<file path="config.mk">
export PLATFORM = sky130hd
export DESIGN_NAME = multicycle_alu
export DESIGN_NICKNAME = d
export VERILOG_FILES = /design/src/rtl/multicycle_alu.sv
export SDC_FILE = /design/constraint.sdc
export NUM_CORES = 1
export LEC_CHECK = 0
export CAP_MARGIN = 15
export CORE_ASPECT_RATIO = 1.75
export CORE_MARGIN = 2
export CORE_UTILIZATION = 57
export DETAILED_ROUTE_END_ITERATION = 8
export HOLD_SLACK_MARGIN = 0.05
export PLACE_DENSITY_LB_ADDON = 0.3
export SYNTH_ARGS = -nofsm -noshare
export SYNTH_HDL_FRONTEND = slang
export SYNTH_SLANG_ARGS = --single-unit
</file>
<file path="constraint.sdc">
create_clock -name clk -period 2.51 [get_ports clk]
set_input_delay 0.251 -clock clk [delete_from_list [all_inputs] [get_ports clk]]
set_output_delay 0.251 -clock clk [all_outputs]
set_load 0.01 [all_outputs]
</file>
<file path="src/rtl/multicycle_alu.sv">
// Multi-cycle ALU: single-cycle logic/arith/branch ops, bit-serial shifts, valid/ready on both sides.
// Results are held in HOLD until the consumer takes them; a new op is accepted only from IDLE.
module multicycle_alu #(
    parameter int DATA_WIDTH = 32,
    parameter int SHAMT_W    = 5
) (
    input  logic                  clk,
    input  logic                  reset_n,
    input  logic                  in_valid,
    output logic                  in_ready,
    input  logic [3:0]            alu_op,
    input  logic [DATA_WIDTH-1:0] in_a,
    input  logic [DATA_WIDTH-1:0] in_b,
    output logic                  out_valid,
    input  logic                  out_ready,
    output logic [DATA_WIDTH-1:0] result,
    output logic                  bcond
);

    typedef enum logic [1:0] {IDLE, SHIFT, HOLD} state_t;

    state_t                       r_state;
    state_t                       w_next;
    logic [DATA_WIDTH-1:0]        r_result;
    logic                         r_bcond;
    logic [SHAMT_W-1:0]           r_cnt;
    logic [1:0]                   r_shop;
    logic                         w_accept;
    logic                         w_is_shift;
    logic [SHAMT_W-1:0]           w_shamt;
    logic [DATA_WIDTH-1:0]        w_diff;
    logic [DATA_WIDTH-1:0]        w_alu_res;
    logic                         w_alu_bcond;
    logic signed [DATA_WIDTH-1:0] w_a_s;
    logic signed [DATA_WIDTH-1:0] w_b_s;

    assign in_ready   = (r_state == IDLE);
    assign out_valid  = (r_state == HOLD);
    assign result     = r_result;
    assign bcond      = r_bcond;
    assign w_accept   = in_valid & in_ready;
    assign w_shamt    = in_b[SHAMT_W-1:0];
    assign w_is_shift = (alu_op == 4'd5) || (alu_op == 4'd6) || (alu_op == 4'd7);
    assign w_a_s      = in_a;
    assign w_b_s      = in_b;
    assign w_diff     = in_a - in_b;

    // Shift ops load in_a unshifted; the SHIFT state does the actual work.
    always_comb begin
        w_alu_res   = '0;
        w_alu_bcond = 1'b0;
        case (alu_op)
            4'd0:                w_alu_res = in_a + in_b;
            4'd1:                w_alu_res = w_diff;
            4'd2:                w_alu_res = in_a ^ in_b;
            4'd3:                w_alu_res = in_a | in_b;
            4'd4:                w_alu_res = in_a & in_b;
            4'd5, 4'd6, 4'd7:    w_alu_res = in_a;
            4'd8: begin
                w_alu_res   = w_diff;
                w_alu_bcond = (in_a == in_b);
            end
            4'd9: begin
                w_alu_res   = w_diff;
                w_alu_bcond = (in_a != in_b);
            end
            4'd10: begin
                w_alu_res   = w_diff;
                w_alu_bcond = (w_a_s < w_b_s);
            end
            4'd11: begin
                w_alu_res   = w_diff;
                w_alu_bcond = (w_a_s >= w_b_s);
            end
            default: begin
                w_alu_res   = '0;
                w_alu_bcond = 1'b0;
            end
        endcase
    end

    always_comb begin
        w_next = r_state;
        case (r_state)
            IDLE: begin
                if (w_accept) begin
                    if (w_is_shift && (w_shamt != '0)) w_next = SHIFT;
                    else                               w_next = HOLD;
                end
            end
            SHIFT: begin
                if (r_cnt == SHAMT_W'(1)) w_next = HOLD;
            end
            HOLD: begin
                if (out_ready) w_next = IDLE;
            end
            default: w_next = IDLE;
        endcase
    end

    always_ff @(posedge clk or negedge reset_n) begin
        if (!reset_n) begin
            r_state <= IDLE;
        end else begin
            r_state <= w_next;
        end
    end

    // r_shop keeps alu_op[1:0]: 01 SLL, 10 SRL, 11 SRA.
    always_ff @(posedge clk or negedge reset_n) begin
        if (!reset_n) begin
            r_result <= '0;
            r_bcond  <= 1'b0;
            r_cnt    <= '0;
            r_shop   <= '0;
        end else if (w_accept) begin
            r_result <= w_alu_res;
            r_bcond  <= w_alu_bcond;
            r_cnt    <= w_shamt;
            r_shop   <= alu_op[1:0];
        end else if (r_state == SHIFT) begin
            r_cnt <= r_cnt - SHAMT_W'(1);
            case (r_shop)
                2'b01:   r_result <= {r_result[DATA_WIDTH-2:0], 1'b0};
                2'b10:   r_result <= {1'b0, r_result[DATA_WIDTH-1:1]};
                default: r_result <= {r_result[DATA_WIDTH-1], r_result[DATA_WIDTH-1:1]};
            endcase
        end
    end

endmodule
</file>
==> results.json, run 1 <==
{
  "yosysMostFrequentCell": "nor2_1",
  "rows": 55,
  "track_usage": 0.827,
  "synth_edf_count": 0,
  "start_util": 0.583,
  "yosysWarnings": 0,
  "async_reset_ff_frac": 1.00,
  "synth_top_area_share": 0.180,
  "h-tree-depth": 2,
  "die_y_um": 156,
  "grt_pass1_vias": 15229,
  "cts_root_buffer": "clkbuf_16",
  "status": "did not finish",
  "syn_avg_cell_area_um2": 7.09,
  "grt_first_pass_wirelength_um": 93700,
  "synth_top_cells_by_count": "120 x nor2_1, 108 x ha_1, 97 x a21oi_1, 93 x inv_1, 78 x o21ai_0",
  "tool.error": "[ERROR GRT-0116] Global routing finished with congestion. Check the congestion regions in the DRC Viewer.",
  "place_ws_ns": -1.26,
  "lastStage": "global routing (5_1_grt)",
  "syn_inst": 1059,
  "cts.path.max_buffers": 2,
  "gr-total-overflow": 278,
  "die_w_um": 90.7,
  "synth_seq_area_share": 0.140,
  "synthTopCellsByArea": "ha_1 18%, dfrtp_1 14%, a21oi_1 6.5%, nor2_1 6.0%, o21ai_0 5.2%",
  "hpwlAfterDp_um": 25400,
  "synth-seq-cells": 42,
  "ys_types": 78,
  "grt_max_degree": 43,
  "yosysTopAreaCell": "ha_1",
  "numCtsBuffers": 5,
  "syn_nets": 1241,
  "ioPinCount": 107,
  "cts_sinks": 42,
  "numPortBuffers": 106,
  "synth-main-ff-cell": "dfrtp_1",
  "synthesis.area_um2": 7500,
  "gp_congestion": 1.07
}
## per-layer routing
layer	overflow	track usage
met2	150	1.02
met4	109	0.921
met1	11	0.789
met3	5	0.646
met5	3	0.214
## logic make-up after synthesis
logic type	after synthesis	synth area share
compound gates	424	0.384
fa+ha+maj	110	0.185
flops	42	0.140
mux	7	0.00950
simple gates	297	0.182
buf+inv	166	0.0840
xor+xnor	13	0.0152
## stage by stage
stage          std cells  setup TNS (ns)  hold slack (ns)  area (um^2)  utilization
2_1_floorplan       1059          -0.845          -0.0446         7770            -
3_3_place_gp        1566          -23.46            0.439        11000        0.856
3_5_place_dp        1566          -25.94            0.433        11000        0.856
4_1_cts             1621           -3.93            0.118        12400        0.966
## repair_timing
item                                   CTS
buffers inserted                        51
gates cloned                             0
pin swaps                              118
hold buffers                             0
setup endpoints to repair               27
endpoints found under the hold margin    0
gates resized for setup                335
==> inputs of run 2 (changes only) <==
==> config.mk (replaced) <==
export PLATFORM = sky130hd
export DESIGN_NAME = multicycle_alu
export DESIGN_NICKNAME = d
export VERILOG_FILES = /design/src/rtl/multicycle_alu.sv
export SDC_FILE = /design/constraint.sdc
export NUM_CORES = 1
export LEC_CHECK = 0
export CAP_MARGIN = 15
export CORE_MARGIN = 2
export CORE_UTILIZATION = 40
export DETAILED_ROUTE_END_ITERATION = 8
export PLACE_DENSITY_LB_ADDON = 0.15
export SYNTH_ARGS = -nofsm -noshare
export SYNTH_HDL_FRONTEND = slang
export SYNTH_SLANG_ARGS = --single-unit
==> results.json, run 2 <==
{
  "grt_max_degree": 43,
  "syn_inst": 1059,
  "maxCapViolations": 0,
  "ir_drop_mv": 0.296,
  "async_reset_ff_frac": 1.00,
  "status": "finished, violations left",
  "cts_root_buffer": "clkbuf_16",
  "ioPinCount": 107,
  "power.density_nw_per_um2": 492,
  "drc": 0,
  "synth-main-ff-cell": "dfrtp_1",
  "fmax_ghz": 0.343,
  "drive_gt1_frac": 0.444,
  "leakage_nw": 5.99,
  "vias": 10351,
  "ys_types": 78,
  "placed_cells": 1664,
  "gp_congestion": 0.924,
  "synth_seq_area_share": 0.140,
  "syn_nets": 1241,
  "hpwlAfterDp_um": 25200,
  "track_usage": 0.323,
  "start_kind": "input port",
  "cts.path.max_buffers": 2,
  "period_minus_slack_ns": 2.92,
  "synth_top_area_share": 0.180,
  "clock_latency_ns": 0.30,
  "antenna_found_initial": 0,
  "layout_commonest_cell": "buf_4",
  "hold_viol": 0,
  "worst-slew-pin-transition_ns": 0.992,
  "final_nets": 1681,
  "holdWs_ns": 0.109,
  "grt_first_pass_wirelength_um": 51700,
  "cp-end-kind": "register",
  "yosysMostFrequentCell": "nor2_1",
  "via_per_inst": 5.97,
  "wl_per_cell_um": 19.8,
  "coreArea_um2": 18600,
  "synth-seq-cells": 42,
  "n_antenna_cell": 0,
  "synthesis.area_um2": 7500,
  "synthTopCellsByArea": "ha_1 18%, dfrtp_1 14%, a21oi_1 6.5%, nor2_1 6.0%, o21ai_0 5.2%",
  "yosysTopAreaCell": "ha_1",
  "rsz0062_at_grt": "yes",
  "largest_reg_flops": 32,
  "cts.clk_slew.worst_paths_ns": 0.06,
  "worstPathRequired_ns": 2.74,
  "drv_slew": 0,
  "firstDrtPassIters": 5,
  "power_w": 0.00653,
  "die_y_um": 141,
  "holdCritPathClass": "in -> async",
  "fin_util": 0.714,
  "period_share": 1.16,
  "rows": 50,
  "synth_edf_count": 0,
  "tritoncts": "done",
  "crit_fanout": 3,
  "cts_sinks": 42,
  "die_area_um2": 19900,
  "numCtsBuffers": 5,
  "fin_skew_ns": 0.00761,
  "start_util": 0.404,
  "violations": "negative setup slack",
  "drt_iter0_markers": 874,
  "yosysWarnings": 0,
  "syn2layout_area_growth_pct": 76.9,
  "drtAntennaViolNets": 0,
  "numPortBuffers": 106,
  "finalWorstSetupSlack_ns": -0.409,
  "die_w_um": 141,
  "gr-total-overflow": 0,
  "syn_avg_cell_area_um2": 7.09,
  "grt_pass1_vias": 9713,
  "arrival_ns": 3.15,
  "slew_headroom": 0.339,
  "setup-violations-final": 20,
  "h-tree-depth": 2,
  "synth_top_cells_by_count": "120 x nor2_1, 108 x ha_1, 97 x a21oi_1, 93 x inv_1, 78 x o21ai_0",
  "holdBufCountCts": 0,
  "fin_cells": 1734,
  "critPathKind": "in -> reg",
  "wirelength_um": 34300,
  "layout_common_cells": "366 x buf_4, 100 x nor2_1, 77 x a21oi_1"
}
-- run 2: cell counts after synthesis --
No cell type changed its count.
-- run 2: worst paths after layout --
kind                                              from                      to  depth (start not counted)  slack [ns]
min in group clk                               in_b[2]    r_cnt[2]$_DFFE_PN0P_                          4        0.32
max in group asynchronous                      reset_n  result[28]$_DFFE_PN0P_                          1        1.78
worst min-delay path                           reset_n    r_cnt[2]$_DFFE_PN0P_                          1        0.11
worst max-delay path                           in_a[0]  result[30]$_DFFE_PN0P_                         15       -0.41
worst min register to register  r_state[1]$_DFFE_PN0P_  r_state[0]$_DFFE_PN0P_                          1        0.54
worst max register to register   r_shop[0]$_DFFE_PN0P_  result[27]$_DFFE_PN0P_                          8       -0.03
-- run 2: per-stage QoR --
| step | setup slack, ns | TNS (ns) | area (um^2) |
|---|---|---|---|
| 3_3_place_gp | -1.19 | -24.84 | 11400 |
| 5_1_grt | -0.503 | -6.13 | 13300 |
| 3_5_place_dp | -1.30 | -26.67 | 11400 |
| 4_1_cts | -0.408 | -3.89 | 12800 |
| 2_1_floorplan | -0.354 | -0.845 | 7770 |
| 6_report | -0.409 | -4.46 | 13300 |
-- run 2: area by class of cell --
| class | instances | area, um^2 |
|---|---|---|
| repair buffers | 503 | 4140 |
| clock inverters | 2 | 60.1 |
| clock buffers | 6 | 139 |
| multi-input cells | 851 | 7170 |
| inverters | 96 | 417 |
| fillers | 1530 | 5310 |
| well taps | 234 | 293 |
| flip-flops and latches | 42 | 1050 |
-- run 2: kinds of logic (layout without fill, tap and decap cells) --
family                   after synthesis  count (layout)  synth area share
AO/OA/AOI/OAI                        424             424             0.384
AND/OR/NAND/NOR                      297             297             0.182
buffers and inverters                166             607            0.0840
adder cells (fa/ha/maj)              110             110             0.185
flip-flops                            42              42             0.140
XOR/XNOR                              13              13            0.0152
multiplexers                           7               7           0.00950
-- run 2: report_power, final --
part	total, W	internal (W)	switching (W)	leakage, nW
logic	0.00433	0.00215	0.00218	5.37
clock network	0.000885	0.000598	0.000287	0.0971
registers	0.00132	0.000976	0.000343	0.521
-- run 2: per-layer routing --
layer / global-route usage / vias up / share of wire
li1: - / 4783 / -
met1: 0.447 / 4930 / 0.43
met2: 0.535 / 524 / 0.46
met3: 0.0374 / 114 / 0.078
met4: 0.0895 / 0 / 0.030
met5: 0 / - / 0
-- run 2: timing repair --
action	in CTS	in global routing
buffers inserted	55	23
pin swaps	143	71
gates resized for setup	354	82
hold endpoints to repair	0	0
setup endpoints to repair	28	27
-- run 2: critical path: stages --
cell,delay (ns)
buf_6,0.07
buf_6,0.11
inv_12,0.03
ha_4,0.15
fa_2,0.38
nor2_4,0.12
o311a_1,0.19
o211ai_1,0.18
a2111oi_4,0.31
and3b_2,0.26
o31ai_4,0.22
a21oi_2,0.09
or4_1,0.51
o22ai_1,0.16
a31o_1,0.11
(Power assumes the default switching activity.)
